===== config.mk =====
export PLATFORM = sky130hd
export DESIGN_NAME = gray_ctrl_flat
export DESIGN_NICKNAME = d
export VERILOG_FILES = /design/src/rtl/gray_ctrl_if.sv /design/src/rtl/gray_ctrl.sv /design/src/flat_wrapper.sv
export SDC_FILE = /design/constraint.sdc
export NUM_CORES = 1
export LEC_CHECK = 0
export ABC_AREA = 1
export BUFFER_PORTS_ARGS = -buffer_cell sky130_fd_sc_hd__buf_2
export CORE_UTILIZATION = 41
export DETAILED_ROUTE_END_ITERATION = 16
export GPL_ROUTABILITY_DRIVEN = 0
export PLACE_DENSITY = 0.66
export SLEW_MARGIN = 10
export SYNTH_ARGS = -nofsm -noshare
export SYNTH_HDL_FRONTEND = slang
export SYNTH_SLANG_ARGS = --single-unit

===== constraint.sdc =====
create_clock -name Clk -period 3.8 [get_ports Clk]
set_input_delay 0.76 -clock Clk [delete_from_list [all_inputs] [get_ports Clk]]
set_output_delay 0.76 -clock Clk [all_outputs]
set_load 0.02 [all_outputs]

===== src/rtl/gray_ctrl_if.sv =====
// Bundle between gray_ctrl, its two requesters and the 3-bit Gray step counter.
// master = requesters plus counter side, slave = the controller.
interface gray_ctrl_if #(
    parameter int LEN_W = 4
);
    logic [1:0]       Req;
    logic [LEN_W-1:0] LenA;
    logic [LEN_W-1:0] LenB;
    logic [1:0]       Gnt;
    logic [1:0]       Done;
    logic             Busy;
    logic [2:0]       Result;
    logic             Wrap;
    logic             Cnt_clr;
    logic             Cnt_en;
    logic [2:0]       Cnt_val;
    logic             Cnt_ovf;

    modport master (
        output Req, LenA, LenB, Cnt_val, Cnt_ovf,
        input  Gnt, Done, Busy, Result, Wrap, Cnt_clr, Cnt_en
    );

    modport slave (
        input  Req, LenA, LenB, Cnt_val, Cnt_ovf,
        output Gnt, Done, Busy, Result, Wrap, Cnt_clr, Cnt_en
    );
endinterface


===== src/rtl/gray_ctrl.sv =====
// Two-requester run scheduler that owns the 3-bit Gray step counter.
// Define GRAY_CTRL_RR_EN for round-robin arbitration; the default is fixed priority (A over B).
module gray_ctrl #(
    parameter int LEN_W = 4
) (
    input logic        Clk,
    input logic        Reset,
    gray_ctrl_if.slave bus
);

    typedef enum logic [1:0] {
        IDLE  = 2'd0,
        CLEAR = 2'd1,
        RUN   = 2'd2,
        DONE  = 2'd3
    } state_t;

    state_t           state;
    logic [LEN_W-1:0] rem;
    logic             own;
    logic [1:0]       gnt_q;
    logic [1:0]       done_q;
    logic             busy_q;
    logic             clr_q;
    logic             en_q;
    logic             win;
    logic [LEN_W-1:0] win_len;

`ifdef GRAY_CTRL_RR_EN
    logic ptr;

    // The pointer only matters on a tie; a lone request always wins.
    always_comb begin
        win = 1'b0;
        if (bus.Req == 2'b11) begin
            win = ptr;
        end else begin
            win = bus.Req[1];
        end
    end
`else
    always_comb begin
        win = ~bus.Req[0];
    end
`endif

    assign win_len = win ? bus.LenB : bus.LenA;

    always_ff @(posedge Clk or negedge Reset) begin
        if (!Reset) begin
            state  <= IDLE;
            rem    <= '0;
            own    <= 1'b0;
            gnt_q  <= 2'b00;
            done_q <= 2'b00;
            busy_q <= 1'b0;
            clr_q  <= 1'b0;
            en_q   <= 1'b0;
`ifdef GRAY_CTRL_RR_EN
            ptr    <= 1'b0;
`endif
        end else begin
            case (state)
                IDLE: begin
                    if (bus.Req != 2'b00) begin
                        state  <= CLEAR;
                        rem    <= win_len;
                        own    <= win;
                        gnt_q  <= win ? 2'b10 : 2'b01;
                        busy_q <= 1'b1;
                        clr_q  <= 1'b1;
`ifdef GRAY_CTRL_RR_EN
                        ptr    <= ~win;
`endif
                    end
                end
                CLEAR: begin
                    gnt_q <= 2'b00;
                    clr_q <= 1'b0;
                    if (rem == '0) begin
                        state  <= DONE;
                        done_q <= own ? 2'b10 : 2'b01;
                    end else begin
                        state <= RUN;
                        en_q  <= 1'b1;
                    end
                end
                RUN: begin
                    rem <= rem - 1'b1;
                    // The last enable cycle is the one that sees rem == 1.
                    if (rem == LEN_W'(1)) begin
                        state  <= DONE;
                        en_q   <= 1'b0;
                        done_q <= own ? 2'b10 : 2'b01;
                    end
                end
                DONE: begin
                    state  <= IDLE;
                    done_q <= 2'b00;
                    busy_q <= 1'b0;
                end
                default: begin
                    state  <= IDLE;
                    gnt_q  <= 2'b00;
                    done_q <= 2'b00;
                    busy_q <= 1'b0;
                    clr_q  <= 1'b0;
                    en_q   <= 1'b0;
                end
            endcase
        end
    end

    assign bus.Gnt     = gnt_q;
    assign bus.Done    = done_q;
    assign bus.Busy    = busy_q;
    assign bus.Cnt_clr = clr_q;
    assign bus.Cnt_en  = en_q;
    // The counter has settled by DONE, so its value is passed straight through.
    assign bus.Result  = (state == DONE) ? bus.Cnt_val : 3'b000;
    assign bus.Wrap    = (state == DONE) ? bus.Cnt_ovf : 1'b0;

endmodule


===== src/flat_wrapper.sv =====
// flat-port wrapper written by rule: the top's interface ports become plain ports
module gray_ctrl_flat 
#(
    parameter int LEN_W = 4
)
  (Clk, Reset, bus_Req, bus_LenA, bus_LenB, bus_Cnt_val, bus_Cnt_ovf, bus_Gnt, bus_Done, bus_Busy, bus_Result, bus_Wrap, bus_Cnt_clr, bus_Cnt_en);
  gray_ctrl_if #(.LEN_W(LEN_W)) bus_i ();
  input logic Clk;
  input logic Reset;
  input wire logic [$bits(bus_i.Req)-1:0] bus_Req;
  input wire logic [$bits(bus_i.LenA)-1:0] bus_LenA;
  input wire logic [$bits(bus_i.LenB)-1:0] bus_LenB;
  input wire logic [$bits(bus_i.Cnt_val)-1:0] bus_Cnt_val;
  input wire logic [$bits(bus_i.Cnt_ovf)-1:0] bus_Cnt_ovf;
  output wire logic [$bits(bus_i.Gnt)-1:0] bus_Gnt;
  output wire logic [$bits(bus_i.Done)-1:0] bus_Done;
  output wire logic [$bits(bus_i.Busy)-1:0] bus_Busy;
  output wire logic [$bits(bus_i.Result)-1:0] bus_Result;
  output wire logic [$bits(bus_i.Wrap)-1:0] bus_Wrap;
  output wire logic [$bits(bus_i.Cnt_clr)-1:0] bus_Cnt_clr;
  output wire logic [$bits(bus_i.Cnt_en)-1:0] bus_Cnt_en;
  assign bus_i.Req = bus_Req;
  assign bus_i.LenA = bus_LenA;
  assign bus_i.LenB = bus_LenB;
  assign bus_i.Cnt_val = bus_Cnt_val;
  assign bus_i.Cnt_ovf = bus_Cnt_ovf;
  assign bus_Gnt = bus_i.Gnt;
  assign bus_Done = bus_i.Done;
  assign bus_Busy = bus_i.Busy;
  assign bus_Result = bus_i.Result;
  assign bus_Wrap = bus_i.Wrap;
  assign bus_Cnt_clr = bus_i.Cnt_clr;
  assign bus_Cnt_en = bus_i.Cnt_en;
  gray_ctrl #(.LEN_W(LEN_W)) u_core (.Clk(Clk), .Reset(Reset), .bus(bus_i));
endmodule

==> results.txt <==
* Tightest Pin Transition: between 0.3 and 0.4 ns
- Entering global routing, the biggest net connects 15 pins.
* Register Area: about 350 sq um
- In this run the top signal layer used is met4.
- Of all flip-flops after synthesis, the portion carrying an async set or reset was 1.00.
* Required time of the worst setup path: between 3 and 4 ns
- Signed area change from the synthesized netlist to the final layout: 22.0%
* Via-to-Cell Ratio: 4.80
* Number of buffer cells added on primary ports: 26
- Max-cap violations in this run came to 0.
* Area occupied by multi-input gates: between 400 and 500 sq um
- Slowest stage cell on the critical path: dfrtp_1
* Overall routing resource usage: 0.182
* Setup violation total in the final timing report: 0
- The worst setup path is launched from a flip-flop.
- The share of synthesized area in the top cell type comes to 0.386.
- Counting I/O delays and the setup requirement, the final critical path takes ~2.1 ns.
* Buffer type at the clock tree root: clkbuf_4
- Type of the worst setup path: reg -> out
- CP top delay family: flip-flops
* Synth Area in XOR/XNOR: 0
- PnR worst setup slack: 1.72 ns
* Final worst path period share: 0.548
* Final TNS setup: 0 ns
* Total length of routed met3 wires: around 68 microns
- Vias after detailed routing: between 800 and 900
- Total congestion overflow after global routing: 0
- Layout cell share with drive strength beyond 1: 0.245
- # IOs: 27
- Final HPWL from detailed placement: approximately 1.5 mm
* Clk buf depth: 2
- Number of design-rule violations left by the first detailed-router iteration: 15
- In the routed design, unresolved DRC markers number 0.
- Static timing analysis puts the maximum clock frequency at just under 500 MHz.
* Type of destination of the critical path: output pin
- Post-cts resize count: 0
- Between clock sinks in the finished design, the worst skew comes to 0.00229 ns.
- Number of buffers created by CTS: 3
* Crit-path max FO: 7
- Bufs and invs on worst path: 2
- Total length of routed wires: 1.88 mm
- The total area inside the core boundary comes to around 2000 sq um.
* Rows: 16
- The final layout contains 176 nets.
* Maximum single-stage delay on the critical path: roughly 0.45 ns
- The area fraction in compound gates after synthesis was 0.0950.
* Design Area, Final: between 1000 and 1500 sq um
* Data arrival time at the worst-slack endpoint: between 1 and 1.5 ns
* Die span in y: 49.1 microns
* Most instantiated library cell after synthesis: nand2_1
* Number of library cell types mapped by synthesis: 17
- Floorplan die width: a little under 50 microns
- Initial antenna violation count: 0
- DP Area: roughly 1100 sq um
- Sum of routed wire segments on met1: slightly below 900 microns
- Power density relative to cell area: ~850 nW/um^2
* Total length of routed met2 wires: about 900 microns
- Sequential share of the synthesized area: 0.386
- Flip-flop cell with the highest count after synthesis: dfrtp_1
* Combinational family with the most area after synthesis: simple AND/OR/NAND/NOR gates
* Status: finished, final reports clean
- Clock transition at the registers of the reported paths: about 0.090 ns
- List of cells traversed by the critical path: ha_1 -> nand2_1 -> inv_1 -> buf_2
- TritonCTS built the clock tree.
- Starting utilization of the core area: 0.449
- Antenna-violating nets left: 0
- The biggest area contributor in the post-synthesis netlist is dfrtp_1.
- Final hold analysis gives a worst-case slack of 0.365 ns.
* Number of fill cells in the layout: between 150 and 200
- Detailed Routing Iterations Pass 1: 4
- Synthesis produced 121 cells.
* Syn avg cell area: between 7 and 8 sq um
- The via count of the first global-routing pass came to around 800.
- Dividing the detail-routed wire length by the instance count gives approximately 11 microns.
- Of the total synthesized cell area, the portion taken by AND, OR, NAND and NOR gates is 0.317.
- After synthesis the netlist holds a flip-flop and latch count of 14.
- Static power due to leakage: approximately 0.00064 uW
* Die Footprint: between 2000 and 2500 sq um
- Setup repair after global routing missed its margin: false
* Global-route wire length before repair: around 3.4 mm
- The max-slew violation count was 0.
* Relative slew slack: 0.778
* N_diodes: 0
- Fraction of synthesized area in multiplexers: 0
- During synthesis, Yosys emitted a total of 0 warnings.
- Of the total synthesized cell area, the portion taken by full adders, half adders and majority gates is 0.110.
* Top cells by area in the synthesized netlist: dfrtp_1, nand2_1, ha_1
- Post-CTS Setup Inserts: 0
- Worst IR drop on VDD: 325 uV
- In this run the number of H-tree levels came out at 1.
- For the worst flop-to-flop path, the logic depth is 7.
- The count of endpoints failing hold in the final timing report came to 0.
* Minimum setup slack after placement: a little under 2 ns
* Instance count on the critical path: 4
- After synthesis the cells add up to ~910 sq um.
- Num Clock Sinks: 14
* Total of hold buffers inserted after clock tree synthesis: 0
- When the netlist entered floorplanning its net count stood at between 100 and 150.
* Worst-skew pair later-pin latency: between 0.2 and 0.3 ns
- Sorting the synthesized cells by how often they occur yields nand2_1, inv_1, nand3_1, dfrtp_1, nor2_1.
- Tightest Hold Check Type: in -> async
* Post-synth EDFFs: 0
## registers in the layout, indices dropped and copies added, names as in the netlist
name,flops
u_core.bus.Busy,1
u_core.bus.Cnt_clr,1
u_core.bus.Cnt_en,1
u_core.bus.Done,2
u_core.bus.Gnt,2
u_core.own,1
u_core.rem,4
u_core.state,2
## path summary, 6_finish.rpt
check	from	endpoint	slack, ns
max reg2reg	u_core.state[0]$_DFFE_PN0P_	u_core.rem[3]$_DFFE_PN0P_	2.21
min reg2reg	u_core.bus.Done[1]$_DFFE_PN0P_	u_core.bus.Done[1]$_DFFE_PN0P_	0.47
max	u_core.state[0]$_DFFE_PN0P_	bus_Result[1]	1.72
min	Reset	u_core.bus.Busy$_DFFE_PN0P_	0.37
max in group asynchronous	Reset	u_core.bus.Cnt_en$_DFFE_PN0P_	3.19
min in group Clk	u_core.bus.Done[1]$_DFFE_PN0P_	u_core.bus.Done[1]$_DFFE_PN0P_	0.47
## where the power goes
part	total [uW]	switching [uW]	internal (uW)
clock network	107	48.9	58.3
registers	273	48.8	224
logic	563	360	202
total	943	458	485
## metrics by stage
step	instances	total power, uW	utilization
2_1_floorplan	121	705	-
3_3_place_gp	174	832	0.530
3_5_place_dp	174	843	0.530
4_1_cts	178	955	0.548
5_1_grt	178	1050	0.548
6_report	178	943	0.548
## worst reg2reg max path: cells and delay by family, from the launching register on
family,cells,cell delay (ns)
and+or+nand+nor,3,0.51
DFF,1,0.45
AOI/OAI and AO/OA,1,0.04
buffers and inverters,2,0.17
adders and majority gates,1,0.31
## logic make-up after synthesis
family          after synthesis
compound gates               15
buf+inv                      21
simple gates                 63
flops                        14
fa+ha+maj                     8
## routing by layer
layer | GRT usage | up-vias
li1 | - | 448
met1 | 0.233 | 383
met2 | 0.301 | 20
met3 | 0.0280 | 4
met4 | 0.0735 | 0
met5 | 0 | -
## placed cells by master (no fill, tap or decap)
cell	instances
ha_1	8
buf_2	26
nand3_1	16
a21oi_2	1
or2_1	1
o21ai_1	3
nand2_4	1
inv_1	19
nand4_1	3
a21oi_1	1
o21ai_2	2
nor2_1	11
inv_2	1
clkbuf_4	3
o21ai_0	8
clkbuf_8	1
nand3_4	1
dfrtp_1	14
nand2_1	30
clkinv_4	1
## cell type report
type,instances,share of cell area
timing repair buffer,26,0.117
tap,27,0.0305
clock buffer,4,0.0327
sequential,14,0.316
multi-input combinational,86,0.428
inverter,21,0.0756
(Power assumes the default switching activity.)
